`src/rtl/keyboard_pkg.sv`:
```
// Shared types, scan codes and key-to-action map for the PS/2 keyboard decoder.
// Latency: none (types and pure functions only).
// Backpressure: not applicable.
package keyboard_pkg;

  typedef enum logic [2:0] {
    ACT_NONE   = 3'b000,
    ACT_UP     = 3'b001,
    ACT_DOWN   = 3'b010,
    ACT_LEFT   = 3'b011,
    ACT_RIGHT  = 3'b100,
    ACT_SELECT = 3'b101,
    ACT_HALF   = 3'b110,
    ACT_CANCEL = 3'b111
  } action_t;

  typedef enum logic [1:0] {
    ST_IDLE,
    ST_EXT,
    ST_BRK,
    ST_EXT_BRK
  } dec_state_t;

  localparam logic [7:0] SC_EXT   = 8'hE0;
  localparam logic [7:0] SC_BRK   = 8'hF0;
  localparam logic [7:0] SC_W     = 8'h1D;
  localparam logic [7:0] SC_S     = 8'h1B;
  localparam logic [7:0] SC_A     = 8'h1C;
  localparam logic [7:0] SC_D     = 8'h23;
  localparam logic [7:0] SC_SPACE = 8'h29;
  localparam logic [7:0] SC_Q     = 8'h15;
  localparam logic [7:0] SC_ESC   = 8'h76;
  localparam logic [7:0] SC_UP    = 8'h75;
  localparam logic [7:0] SC_DOWN  = 8'h72;
  localparam logic [7:0] SC_LEFT  = 8'h6B;
  localparam logic [7:0] SC_RIGHT = 8'h74;

  // Translate a make code (with its E0 flag) into a game action; unmapped keys give ACT_NONE.
  function automatic action_t map_action(input logic ext, input logic [7:0] code);
    action_t act;
    act = ACT_NONE;
    if (ext) begin
      case (code)
        SC_UP:    act = ACT_UP;
        SC_DOWN:  act = ACT_DOWN;
        SC_LEFT:  act = ACT_LEFT;
        SC_RIGHT: act = ACT_RIGHT;
        default:  act = ACT_NONE;
      endcase
    end else begin
      case (code)
        SC_W:     act = ACT_UP;
        SC_S:     act = ACT_DOWN;
        SC_A:     act = ACT_LEFT;
        SC_D:     act = ACT_RIGHT;
        SC_SPACE: act = ACT_SELECT;
        SC_Q:     act = ACT_HALF;
        SC_ESC:   act = ACT_CANCEL;
        default:  act = ACT_NONE;
      endcase
    end
    return act;
  endfunction

endpackage

```
`src/rtl/ps2_rx.sv`:
```
// PS/2 frame receiver: synchronise lines, shift 11-bit frames, check start/parity/stop, timeout.
// Latency: byte_valid/frame_error one clock after the synchronised 11th falling edge.
// Backpressure: none; byte_valid is a single-cycle strobe that must be consumed immediately.
module ps2_rx #(
  parameter int TIMEOUT_CYCLES = 50000,
  parameter int SYNC_STAGES    = 2
) (
  input  logic       clock,
  input  logic       reset,
  input  logic       ps2_clock,
  input  logic       ps2_data,
  output logic       byte_valid,
  output logic [7:0] byte_data,
  output logic       frame_error
);

  localparam int TW = (TIMEOUT_CYCLES > 1) ? $clog2(TIMEOUT_CYCLES) : 1;

  logic [SYNC_STAGES-1:0] r_clk_sync;
  logic [SYNC_STAGES-1:0] r_dat_sync;
  logic                   r_clk_prev;
  logic [10:0]            r_shift;
  logic [3:0]             r_bit_cnt;
  logic [TW-1:0]          r_timeout;
  logic                   r_byte_valid;
  logic [7:0]             r_byte_data;
  logic                   r_frame_error;

  logic        w_clk_s;
  logic        w_dat_s;
  logic        w_fall;
  logic [10:0] w_frame;
  logic        w_frame_ok;

  assign w_clk_s    = r_clk_sync[SYNC_STAGES-1];
  assign w_dat_s    = r_dat_sync[SYNC_STAGES-1];
  assign w_fall     = r_clk_prev & ~w_clk_s;
  // Frame as it will look once the current bit is shifted in (bit 0 = start bit).
  assign w_frame    = {w_dat_s, r_shift[10:1]};
  assign w_frame_ok = ~w_frame[0] & w_frame[10] & (^w_frame[9:1]);

  // Synchronisers and falling-edge history; lines reset to their idle-high level.
  always_ff @(posedge clock) begin
    if (reset) begin
      r_clk_sync <= '1;
      r_dat_sync <= '1;
      r_clk_prev <= 1'b1;
    end else begin
      r_clk_sync <= {r_clk_sync[SYNC_STAGES-2:0], ps2_clock};
      r_dat_sync <= {r_dat_sync[SYNC_STAGES-2:0], ps2_data};
      r_clk_prev <= w_clk_s;
    end
  end

  // Bit assembly, frame check and partial-frame timeout; an edge always beats a timeout.
  always_ff @(posedge clock) begin
    if (reset) begin
      r_shift       <= '0;
      r_bit_cnt     <= '0;
      r_timeout     <= '0;
      r_byte_valid  <= 1'b0;
      r_byte_data   <= '0;
      r_frame_error <= 1'b0;
    end else begin
      r_byte_valid  <= 1'b0;
      r_frame_error <= 1'b0;
      if (w_fall) begin
        r_shift   <= w_frame;
        r_timeout <= '0;
        if (r_bit_cnt == 4'd10) begin
          r_bit_cnt     <= '0;
          r_byte_data   <= w_frame[8:1];
          r_byte_valid  <= w_frame_ok;
          r_frame_error <= ~w_frame_ok;
        end else begin
          r_bit_cnt <= r_bit_cnt + 4'd1;
        end
      end else if (r_bit_cnt != 4'd0) begin
        if (r_timeout == TW'(TIMEOUT_CYCLES - 1)) begin
          r_bit_cnt     <= '0;
          r_timeout     <= '0;
          r_frame_error <= 1'b1;
        end else begin
          r_timeout <= r_timeout + TW'(1);
        end
      end else begin
        r_timeout <= '0;
      end
    end
  end

  assign byte_valid  = r_byte_valid;
  assign byte_data   = r_byte_data;
  assign frame_error = r_frame_error;

endmodule

```
`src/rtl/keyboard_decoder.sv`:
```
// PS/2 keyboard to game-action decoder: scan-code FSM (E0/F0 prefixes), key map, repeat suppression.
// Latency: keyboard_locker one clock after the byte_valid that completes a make.
// Backpressure: none; keyboard_locker is a single-cycle strobe, keyboard_data holds until the next one.
module keyboard_decoder
  import keyboard_pkg::*;
#(
  parameter int TIMEOUT_CYCLES = 50000,
  parameter int SYNC_STAGES    = 2
) (
  input  logic       clock,
  input  logic       reset,
  input  logic       ps2_clock,
  input  logic       ps2_data,
  output logic       keyboard_locker,
  output logic [2:0] keyboard_data,
  output logic       frame_error
);

  logic       w_byte_vld;
  logic [7:0] w_byte_dat;
  logic       w_frame_err;

  ps2_rx #(
    .TIMEOUT_CYCLES(TIMEOUT_CYCLES),
    .SYNC_STAGES   (SYNC_STAGES)
  ) u_rx (
    .clock      (clock),
    .reset      (reset),
    .ps2_clock  (ps2_clock),
    .ps2_data   (ps2_data),
    .byte_valid (w_byte_vld),
    .byte_data  (w_byte_dat),
    .frame_error(w_frame_err)
  );

  dec_state_t r_state;
  logic [8:0] r_held;
  logic       r_locker;
  logic [2:0] r_data;

  logic       w_is_prefix;
  logic       w_is_make;
  logic       w_is_brk;
  logic       w_ext;
  logic [8:0] w_key;
  action_t    w_act;

  // Classify the incoming byte as make/break and attach the extended flag from the current state.
  always_comb begin
    w_is_prefix = (w_byte_dat == SC_EXT) || (w_byte_dat == SC_BRK);
    w_is_make   = 1'b0;
    w_is_brk    = 1'b0;
    w_ext       = 1'b0;
    case (r_state)
      ST_IDLE:    w_is_make = ~w_is_prefix;
      ST_EXT: begin
        w_is_make = ~w_is_prefix;
        w_ext     = 1'b1;
      end
      ST_BRK:     w_is_brk  = 1'b1;
      ST_EXT_BRK: begin
        w_is_brk  = 1'b1;
        w_ext     = 1'b1;
      end
      default:    w_is_make = 1'b0;
    endcase
    w_key = {w_ext, w_byte_dat};
    w_act = map_action(w_ext, w_byte_dat);
  end

  // Scan-code FSM with registered strobe, action and held-key tracking.
  always_ff @(posedge clock) begin
    if (reset) begin
      r_state  <= ST_IDLE;
      r_held   <= '0;
      r_locker <= 1'b0;
      r_data   <= 3'b000;
    end else begin
      r_locker <= 1'b0;
      if (w_byte_vld) begin
        case (r_state)
          ST_IDLE: begin
            if (w_byte_dat == SC_EXT)      r_state <= ST_EXT;
            else if (w_byte_dat == SC_BRK) r_state <= ST_BRK;
            else                           r_state <= ST_IDLE;
          end
          ST_EXT: begin
            if (w_byte_dat == SC_BRK)      r_state <= ST_EXT_BRK;
            else if (w_byte_dat == SC_EXT) r_state <= ST_EXT;
            else                           r_state <= ST_IDLE;
          end
          default: r_state <= ST_IDLE;
        endcase
        if (w_is_make && (w_act != ACT_NONE) && (w_key != r_held)) begin
          r_locker <= 1'b1;
          r_data   <= w_act;
          r_held   <= w_key;
        end else if (w_is_brk && (w_key == r_held)) begin
          r_held <= '0;
        end
      end
    end
  end

  assign keyboard_locker = r_locker;
  assign keyboard_data   = r_data;
  assign frame_error     = w_frame_err;

endmodule

```
`config.mk`:
```
export PLATFORM = sky130hd
export DESIGN_NAME = keyboard_decoder
export DESIGN_NICKNAME = d
export VERILOG_FILES = /design/src/rtl/keyboard_pkg.sv /design/src/rtl/ps2_rx.sv /design/src/rtl/keyboard_decoder.sv
export SDC_FILE = /design/constraint.sdc
export NUM_CORES = 1
export LEC_CHECK = 0
export ABC_AREA = 1
export BUFFER_PORTS_ARGS = -buffer_cell sky130_fd_sc_hd__buf_2
export CELL_PAD_IN_SITES_DETAIL_PLACEMENT = 2
export CELL_PAD_IN_SITES_GLOBAL_PLACEMENT = 2
export CORE_MARGIN = 2
export CORE_UTILIZATION = 39
export DETAILED_ROUTE_END_ITERATION = 7
export PLACE_DENSITY = 0.94
export REMOVE_ABC_BUFFERS = 1
export SYNTH_ARGS = -nofsm -noshare
export SYNTH_HDL_FRONTEND = slang
export SYNTH_SLANG_ARGS = --single-unit
```
`constraint.sdc`:
```
create_clock -name clock -period 4.6 [get_ports clock]
set_input_delay 0.92 -clock clock [delete_from_list [all_inputs] [get_ports clock]]
set_output_delay 0.92 -clock clock [all_outputs]
set_load 0.005 [all_outputs]
```
# Word level (Yosys, flattened, before mapping)
# Index checks and enable logic that the tools add are counted.
[op_classes] addsub=2 n_eq_ne=20 div_mod_pow=0 n_reduce_logical=21 magnitude_cmp=0 bitwise_logic=11 n_shift=0 muxes=22 multipliers=0
[ops] operator="equality test 8 x 7 -> 1 bit (second input constant)" n=5
[ops] operator="equality test 8 x 5 -> 1 bit (second input constant)" n=4
[ops] operator="case mux 3 bit (7 select lines)" n=1
[ops] operator="2-to-1 mux 9 bit" n=2
[ops] operator="adder 16 x 1 -> 16 bit (second input constant)" n=1
[ops] operator="equality test 16 bit (second input constant)" n=1
[ops] operator="equality test 8 x 6 -> 1 bit (second input constant)" n=2
[ops] operator="equality test 8 bit (second input constant)" n=2
[ops] operator="2-to-1 mux 4 bit" n=4
[ops] operator="case mux 3 bit (4 select lines)" n=1
[ops] operator="equality test 9 bit" n=1
[ops] operator="2-to-1 mux 1 bit" n=9
[ops] operator="inequality test 9 bit" n=1
[ops] operator="parity 9 bit" n=1
[ops] operator="inverter 1 bit" n=8
[ops] operator="AND reduction 2 bit" n=4
[ops] operator="OR reduction 2 bit" n=4
[ops] operator="2-to-1 mux 2 bit" n=3
[ops] operator="nonzero test 2 bit" n=3
[ops] operator="adder 4 x 1 -> 4 bit (second input constant)" n=1
[ops] operator="equality test 2 bit (second input constant)" n=2
[ops] operator="equality test 4 bit (second input constant)" n=1
[ops] operator="case mux 2 bit (2 select lines)" n=1
[ops] operator="nonzero test 4 bit" n=1
[ops] operator="other kinds (9)" n=13
[word_totals] latchBits=0 mem_count=0 ramBits=0 reg_bits=61 mem_bits_ro=0 elab_cells=89 output_inout_bits=5

# Depth between registers and ports, before layout
# Gate-level depths: netlist (run 1).
[depth] word_depth=9 mapped_depth=14 ltp_nobuf=14

# Modules after synthesis
# A second synthesis (run 1) with hierarchy kept.
[unflattened] cells_unflattened=440 hier_area_um2=3153.0
[modules_own_cells] mod="ps2_rx" cells_each=266 n_inst=1 area_per_inst_um2=2014.4
[modules_own_cells] mod="keyboard_decoder" cells_each=174 n_inst=1 area_per_inst_um2=1138.6

# Least setup slack after synthesis (run 1)
# OpenSTA, ideal clock, no wires.
[synth_timing] kind="input to register" from="input port reset" to="register u_rx.r_shift[9]" stages=5 setup_ns=0.070 t_arrival_ns=1.680 t_required_ns=4.530 path_buffers=2 path_slack_ns=2.850 path_cell_list="inv_1 > clkbuf_1 > buf_1 > o21ai_0 > a21oi_1"
[synth_rtl] item="start, declared" line_no="keyboard_decoder.sv:11" rtl="input logic reset,"
[synth_rtl] item="end signal, assigned" line_no="ps2_rx.sv:68" rtl="r_shift <= w_frame;"
[synth_rtl] item="end, declared" line_no="ps2_rx.sv:22" rtl="logic [10:0] r_shift;"

# Final worst setup path (run 1)
[layout_timing] from="input port reset" to="register u_rx.r_timeout[6]"
[layout_between] elab_chain_cells=1
[layout_rtl] item="OR reduction 4 bit (no source line)"
[layout_rtl] item="end signal, assigned" line_no="ps2_rx.sv:84" rtl="r_timeout <= r_timeout + TW'(1);"
[layout_rtl] item="end, declared" line_no="ps2_rx.sv:24" rtl="logic [TW-1:0] r_timeout;"
# No other way between the ends.
# A chain may end at the register's enable or synchronous reset.

==> results of run 1 <==
path summary, 6_finish.rpt:
check	startpoint	endpoint	slack, ns	depth (start not counted)
min	u_rx.r_clk_sync[0]$_SDFF_PP1_	u_rx.r_clk_sync[1]$_SDFF_PP1_	0.42	1
max reg2reg	u_rx.r_clk_sync[1]$_SDFF_PP1_	u_rx.frame_error$_SDFF_PP0_	2.56	7
min reg2reg	u_rx.r_clk_sync[0]$_SDFF_PP1_	u_rx.r_clk_sync[1]$_SDFF_PP1_	0.42	1
max	reset	u_rx.r_timeout[6]$_SDFF_PP0_	1.82	4
registers in the layout (all words and copies together) (netlist names), 2 cells and up:
signal           count
u_rx.byte_data       8
u_rx.r_bit_cnt       4
u_rx.r_dat_sync      2
u_rx.r_timeout      16
r_held               9
r_state              2
keyboard_data        3
u_rx.r_clk_sync      2
u_rx.r_shift        10
cell type report:
class	count	area (um2)	area share (%)
clock inverters	4	47.55	1.465
flip-flops and latches	60	1201	37.01
repair buffers	8	40.04	1.234
clock buffers	12	155.1	4.780
well taps	99	123.9	3.817
multi-input cells	287	1520	46.84
inverters	42	157.7	4.857
worst register-to-register path, cell delays in order (launching register included):
cell	delay, ns
dfxtp_1	0.31
inv_1	0.05
nand2_1	0.35
inv_1	0.32
o21ai_0	0.62
nor3_1	0.14
nand2_1	0.10
inv_1	0.05
routing by layer:
| layer | vias up | global-route usage (%) |
|---|---|---|
| li1 | 1297 | - |
| met1 | 1304 | 26.49 |
| met2 | 47 | 43.15 |
| met3 | 23 | 3.734 |
| met4 | 0 | 11.49 |
| met5 | - | 0 |
kinds of logic after synthesis:
logic type                 count (synthesis)
and+or+nand+nor                          214
DFF                                       60
buffers and inverters                     55
AOI/OAI and AO/OA                         50
xor gates and xnor gates                  19
adders and majority gates                  4
power by group:
| part | internal, mW | switching, mW | total [mW] |
|---|---|---|---|
| Combinational | 0.0165 | 0.0349 | 0.0514 |
| Clock | 0.278 | 0.223 | 0.501 |
| Sequential | 0.527 | 0.00755 | 0.534 |
| Total | 0.821 | 0.265 | 1.09 |
cell usage in the layout (no fill, tap or decap), types with 2 or more instances in the layout:
cell	count
nor3_1	9
nor2_1	51
xor2_1	6
nand3_1	18
nand2_4	2
nor3b_1	4
nor2_2	8
nand4_1	8
or2_2	5
clkbuf_8	11
xnor2_1	13
nand3b_1	8
nor2_4	2
inv_2	8
inv_1	34
a21oi_1	21
nand3_2	4
nor4_1	2
nand2_1	83
buf_2	8
ha_1	4
clkinv_2	2
o21ai_0	24
nand2_2	7
dfxtp_1	60
per-stage QoR:
| stage | cell area (um2) | instances | hold WS [ns] |
|---|---|---|---|
| after floorplan | 2879 | 389 | 0.3895 |
| after global placement | 3043 | 496 | 0.3933 |
| after detailed placement | 3043 | 496 | 0.3986 |
| after CTS | 3246 | 512 | 0.4222 |
| after global routing | 3246 | 512 | 0.4400 |
| final | 3246 | 512 | 0.4224 |
==> flow_metrics.tcl, run 1 <==
set metrics [dict create \
    run_status "completed" \
    ys_warn_count 0 \
    drt_wl_total_um 9170 \
    max-vdd-ir-drop_uv 202.4 \
    ys_seq_area_share_pct 40.52 \
    syn_to_final_growth_pct 9.498 \
    max_freq_mhz 359.2 \
    synthXorXnorAreaFrac_pct 5.614 \
    htree_levels 3 \
    setup_tns_ns 0 \
    port_buffers 8 \
    diodes 0 \
    met3_length_um 180 \
    wl_met2_um 4798 \
    via_count 2671 \
    gp_congestion 0.8557 \
    fin_util_pct 44.51 \
    final_nets 416 \
    cp-end-kind "register" \
    via_per_inst 5.217 \
    cellLeakagePower_nw 1.272 \
    cts_tree "built" \
    crit_arrival_ns 3.03 \
    cts_setup_buffers 0 \
    clockRootBuffer "clkbuf_8" \
    max_cap_violations 0 \
    die-area_um2 8314 \
    grt_pass1_wl_um 15480 \
    ys.flop_type "dfxtp_1" \
    clock_latency_ns 0.34 \
    synthArstFlopShare_pct 0 \
    drc 0 \
    slew_viol_final 0 \
    drtPass1Iterations 4 \
    hpwl_um 6080 \
    final.min_clock_period_ns 2.784 \
    drive_above_1_share_pct 15.25 \
    synth_compound_area_share_pct 8.780 \
    synthMuxAreaShare_pct 0 \
    timing.final.ws_setup_ns 1.816 \
    yosysTopAreaCell "dfxtp_1" \
    fin_crit_sh_pct 60.52 \
    crit_type "in -> reg" \
    ctsHoldBuffers 0 \
    top_layer_used "met4" \
    overflow 0 \
    grt_pass1_vias 2972 \
    cts.sinks 60 \
    synth_top_area_share_pct 40.52 \
    critPathSlowestCell "nand4_1" \
    avgRoutedWirePerCell_um 17.91 \
    worstMarginPinSlew_ns 0.8561 \
    setup_viol 0 \
    power_density_nw_per_um2 334.7 \
    hold_viol 0 \
    cts_resized 0 \
    synth_cells 402 \
    num_io_pins 9 \
    grt_usage_pct 23.61 \
    ys_seq_elements 60 \
    avgSynthCellArea_um2 7.373 \
    critical-path-top-delay-family "simple AND/OR/NAND/NOR gates" \
    first_iter_violations 65 \
    synth_top_family_by_area "simple AND/OR/NAND/NOR gates" \
    cp.required_ns 4.85 \
    synth-edff-count 0 \
    yosys.cell_types.count 36 \
    clk_path_buf_depth 2 \
    hp-class "reg -> reg" \
    total_power_mw 1.086 \
    die_x_um 91.18 \
    synth_area_um2 2964 \
    slew_headroom_pct 42.86 \
    fillCellCount 892 \
    clkSlewWorstSetupHoldPaths_ns 0.07 \
    synth_most_common_cell "nand2_1" \
    synth_fa_ha_area_share_pct 1.688 \
    ant_nets 0 \
    pre_cts_ws_ns 1.433 \
    core_um2 7292 \
    rows 31 \
    cts_made_buffers 9 \
    initial_utilization_pct 40.65 \
    wl_met1_um 3906 \
    synthSimpleGateAreaFrac_pct 35.20 \
    max_stage_delay_ns 0.80 \
    grt_max_degree 31 \
    antenna_found_initial 0 \
    worst-path-max-fanout 30 \
    crit_buf_inv 2 \
    path_cells "buf_2 -> inv_1 -> nand4_1 -> nor3b_1" \
    synth_commonest_cells "nand2_1, dfxtp_1, nor2_1" \
    synth_area_leaders "dfxtp_1, nand2_1, nor2_1" \
    crit_path_start_kind "input pin" \
    skew_ns 0.009831 \
    die_y_um 91.18 \
    grt_setup_unrepaired "false" \
]
Note: power is estimated with default switching activity, not from simulation.
==> run 2, diff against run 1 <==
--- a/config.mk
+++ b/config.mk
@@ -10,9 +10,9 @@
 export CELL_PAD_IN_SITES_DETAIL_PLACEMENT = 2
 export CELL_PAD_IN_SITES_GLOBAL_PLACEMENT = 2
 export CORE_MARGIN = 2
-export CORE_UTILIZATION = 39
+export CORE_UTILIZATION = 33
 export DETAILED_ROUTE_END_ITERATION = 7
-export PLACE_DENSITY = 0.94
+export PLACE_DENSITY = 0.86
 export REMOVE_ABC_BUFFERS = 1
 export SYNTH_ARGS = -nofsm -noshare
 export SYNTH_HDL_FRONTEND = slang
==> constraint.sdc (replaced) <==
create_clock -name clock -period 2.4 [get_ports clock]
set_input_delay 0.48 -clock clock [delete_from_list [all_inputs] [get_ports clock]]
set_output_delay 0.48 -clock clock [all_outputs]
set_load 0.005 [all_outputs]
==> flow_metrics.tcl, run 2 (synthesis results as in run 1) <==
set metrics [dict create \
    reg2reg_to "u_rx.frame_error$_SDFF_PP0_" \
    instances_no_fill 524 \
    biggestRegsByFlops "u_rx.r_timeout x16, u_rx.r_shift x10, r_held x9" \
    crit_type "reg -> reg" \
    grt_pass1_vias 2883 \
    final_cell_mix "nand2_1, dfxtp_1, nor2_1, inv_1, o21ai_0" \
    cts_resized 0 \
    crit_arrival_ns 2.19 \
    layout_commonest_cell "nand2_1" \
    setup_viol 0 \
    final_nets 419 \
    max_cap_violations 0 \
    slew_headroom_pct 59.41 \
    worstMarginPinSlew_ns 0.6024 \
    overflow 0 \
    regMostFlops "u_rx.r_timeout" \
    setup_tns_ns 0 \
    syn_to_final_growth_pct 11.14 \
    drtPass1Iterations 4 \
    hold_start "ps2_data" \
    placed_cell_area_um2 3077 \
    hold_viol 0 \
    fin_crit_sh_pct 81.16 \
    num_io_pins 9 \
    ff2ff_setup_slack_ns 0.45 \
    dp_cells 508 \
    timing.final.ws_setup_ns 0.4523 \
    die_x_um 98.78 \
    core_um2 8721 \
    worst-path-max-fanout 15 \
    clock_latency_ns 0.34 \
    die_y_um 98.78 \
    slew_viol_final 0 \
    grt_pass1_wl_um 14030 \
    via_count 2627 \
    rows 34 \
    htree_levels 3 \
    cts.sinks 60 \
    diodes 0 \
    grt_setup_unrepaired "false" \
    largest_reg_flops 16 \
    crit_path_start_kind "register" \
    die-area_um2 9757 \
    ctsHoldBuffers 0 \
    via_per_inst 5.013 \
    run_status "completed" \
    hold_ws_ns 0.3149 \
    stdcell_area_um2 3294 \
    fin_util_pct 37.78 \
    ant_nets 0 \
    initial_utilization_pct 33.99 \
    reg2reg_depth 7 \
    avgRoutedWirePerCell_um 15.58 \
    critPathSlowestCell "o21ai_0" \
    hp-class "in -> reg" \
    gp_congestion 0.8009 \
    r2r_start "u_rx.r_clk_sync[1]$_SDFF_PP1_" \
    holdPathStages 2 \
    cpMostUsedCell "inv_1" \
    grt_max_degree 30 \
    max_freq_mhz 513.4 \
    cts_setup_buffers 0 \
    cp.required_ns 2.65 \
    cts_tree "built" \
    clockRootBuffer "clkbuf_8" \
    drive_above_1_share_pct 15.63 \
    total_power_mw 2.157 \
    max-vdd-ir-drop_uv 267.3 \
    grt_usage_pct 18.18 \
    drc 0 \
    path_cells "inv_1 -> nand2_1 -> inv_1 -> o21ai_0 -> nor3_1 -> nand2_1 -> inv_1" \
    final.min_clock_period_ns 1.948 \
    clk_path_buf_depth 2 \
    cp-end-kind "register" \
    drt_wl_total_um 8165 \
    port_buffers 8 \
    cellLeakagePower_nw 1.291 \
    pre_cts_ws_ns 0.4705 \
    clkSlewWorstSetupHoldPaths_ns 0.07 \
    hpwl_um 6072 \
    skew_ns 0.01158 \
    antenna_found_initial 0 \
    first_iter_violations 51 \
    cts_made_buffers 9 \
    power_density_nw_per_um2 654.7 \
    min_to "u_rx.r_dat_sync[0]$_SDFF_PP1_" \
    max_stage_delay_ns 0.57 \
]
run 2: power breakdown:
group	internal (mW)	switching, mW	total, mW
sequential	1.01	0.0115	1.02
clock	0.613	0.430	1.04
combinational	0.0329	0.0607	0.0936
total	1.65	0.502	2.16
run 2: cell type report:
cell class / instances / area [um2]
Inverter: 42 / 157.7
Multi-Input combinational cell: 287 / 1520
Clock buffer: 12 / 145.1
Fill cell: 1033 / 5426
Sequential cell: 60 / 1201
Timing Repair Buffer: 11 / 62.56
Clock inverter: 4 / 72.57
Tap cell: 108 / 135.1
run 2: routing by layer:
layer	global-route usage, %	vias to the layer above	routed length, um
met3	5.319	14	191
met4	4.953	0	155
met5	0	-	0
met2	33.32	29	4256
li1	-	1297	-
met1	20.41	1287	3562
run 2: how the worst max path moves through the flow:
stage	from	to	slack, ns
6_report	u_rx.r_clk_sync[1]$_SDFF_PP1_	u_rx.frame_error$_SDFF_PP0_	0.45
5_1_grt	u_rx.r_clk_sync[1]$_SDFF_PP1_	u_rx.frame_error$_SDFF_PP0_	0.19
4_1_cts	u_rx.r_clk_sync[1]$_SDFF_PP1_	u_rx.frame_error$_SDFF_PP0_	0.44
3_5_place_dp	u_rx.r_clk_sync[1]$_SDFF_PP1_	u_rx.frame_error$_SDFF_PP0_	0.47
3_3_place_gp	u_rx.r_clk_sync[1]$_SDFF_PP1_	u_rx.frame_error$_SDFF_PP0_	0.50
2_1_floorplan	reset	u_rx.r_timeout[12]$_SDFF_PP0_	0.69
run 2: worst max-delay path, delay by kind of cell (launching register included):
kind	cells	cell delay, ns
buffers and inverters	3	0.40
AND/OR/NAND/NOR	3	0.56
flip-flops	1	0.32
AO/OA/AOI/OAI	1	0.57
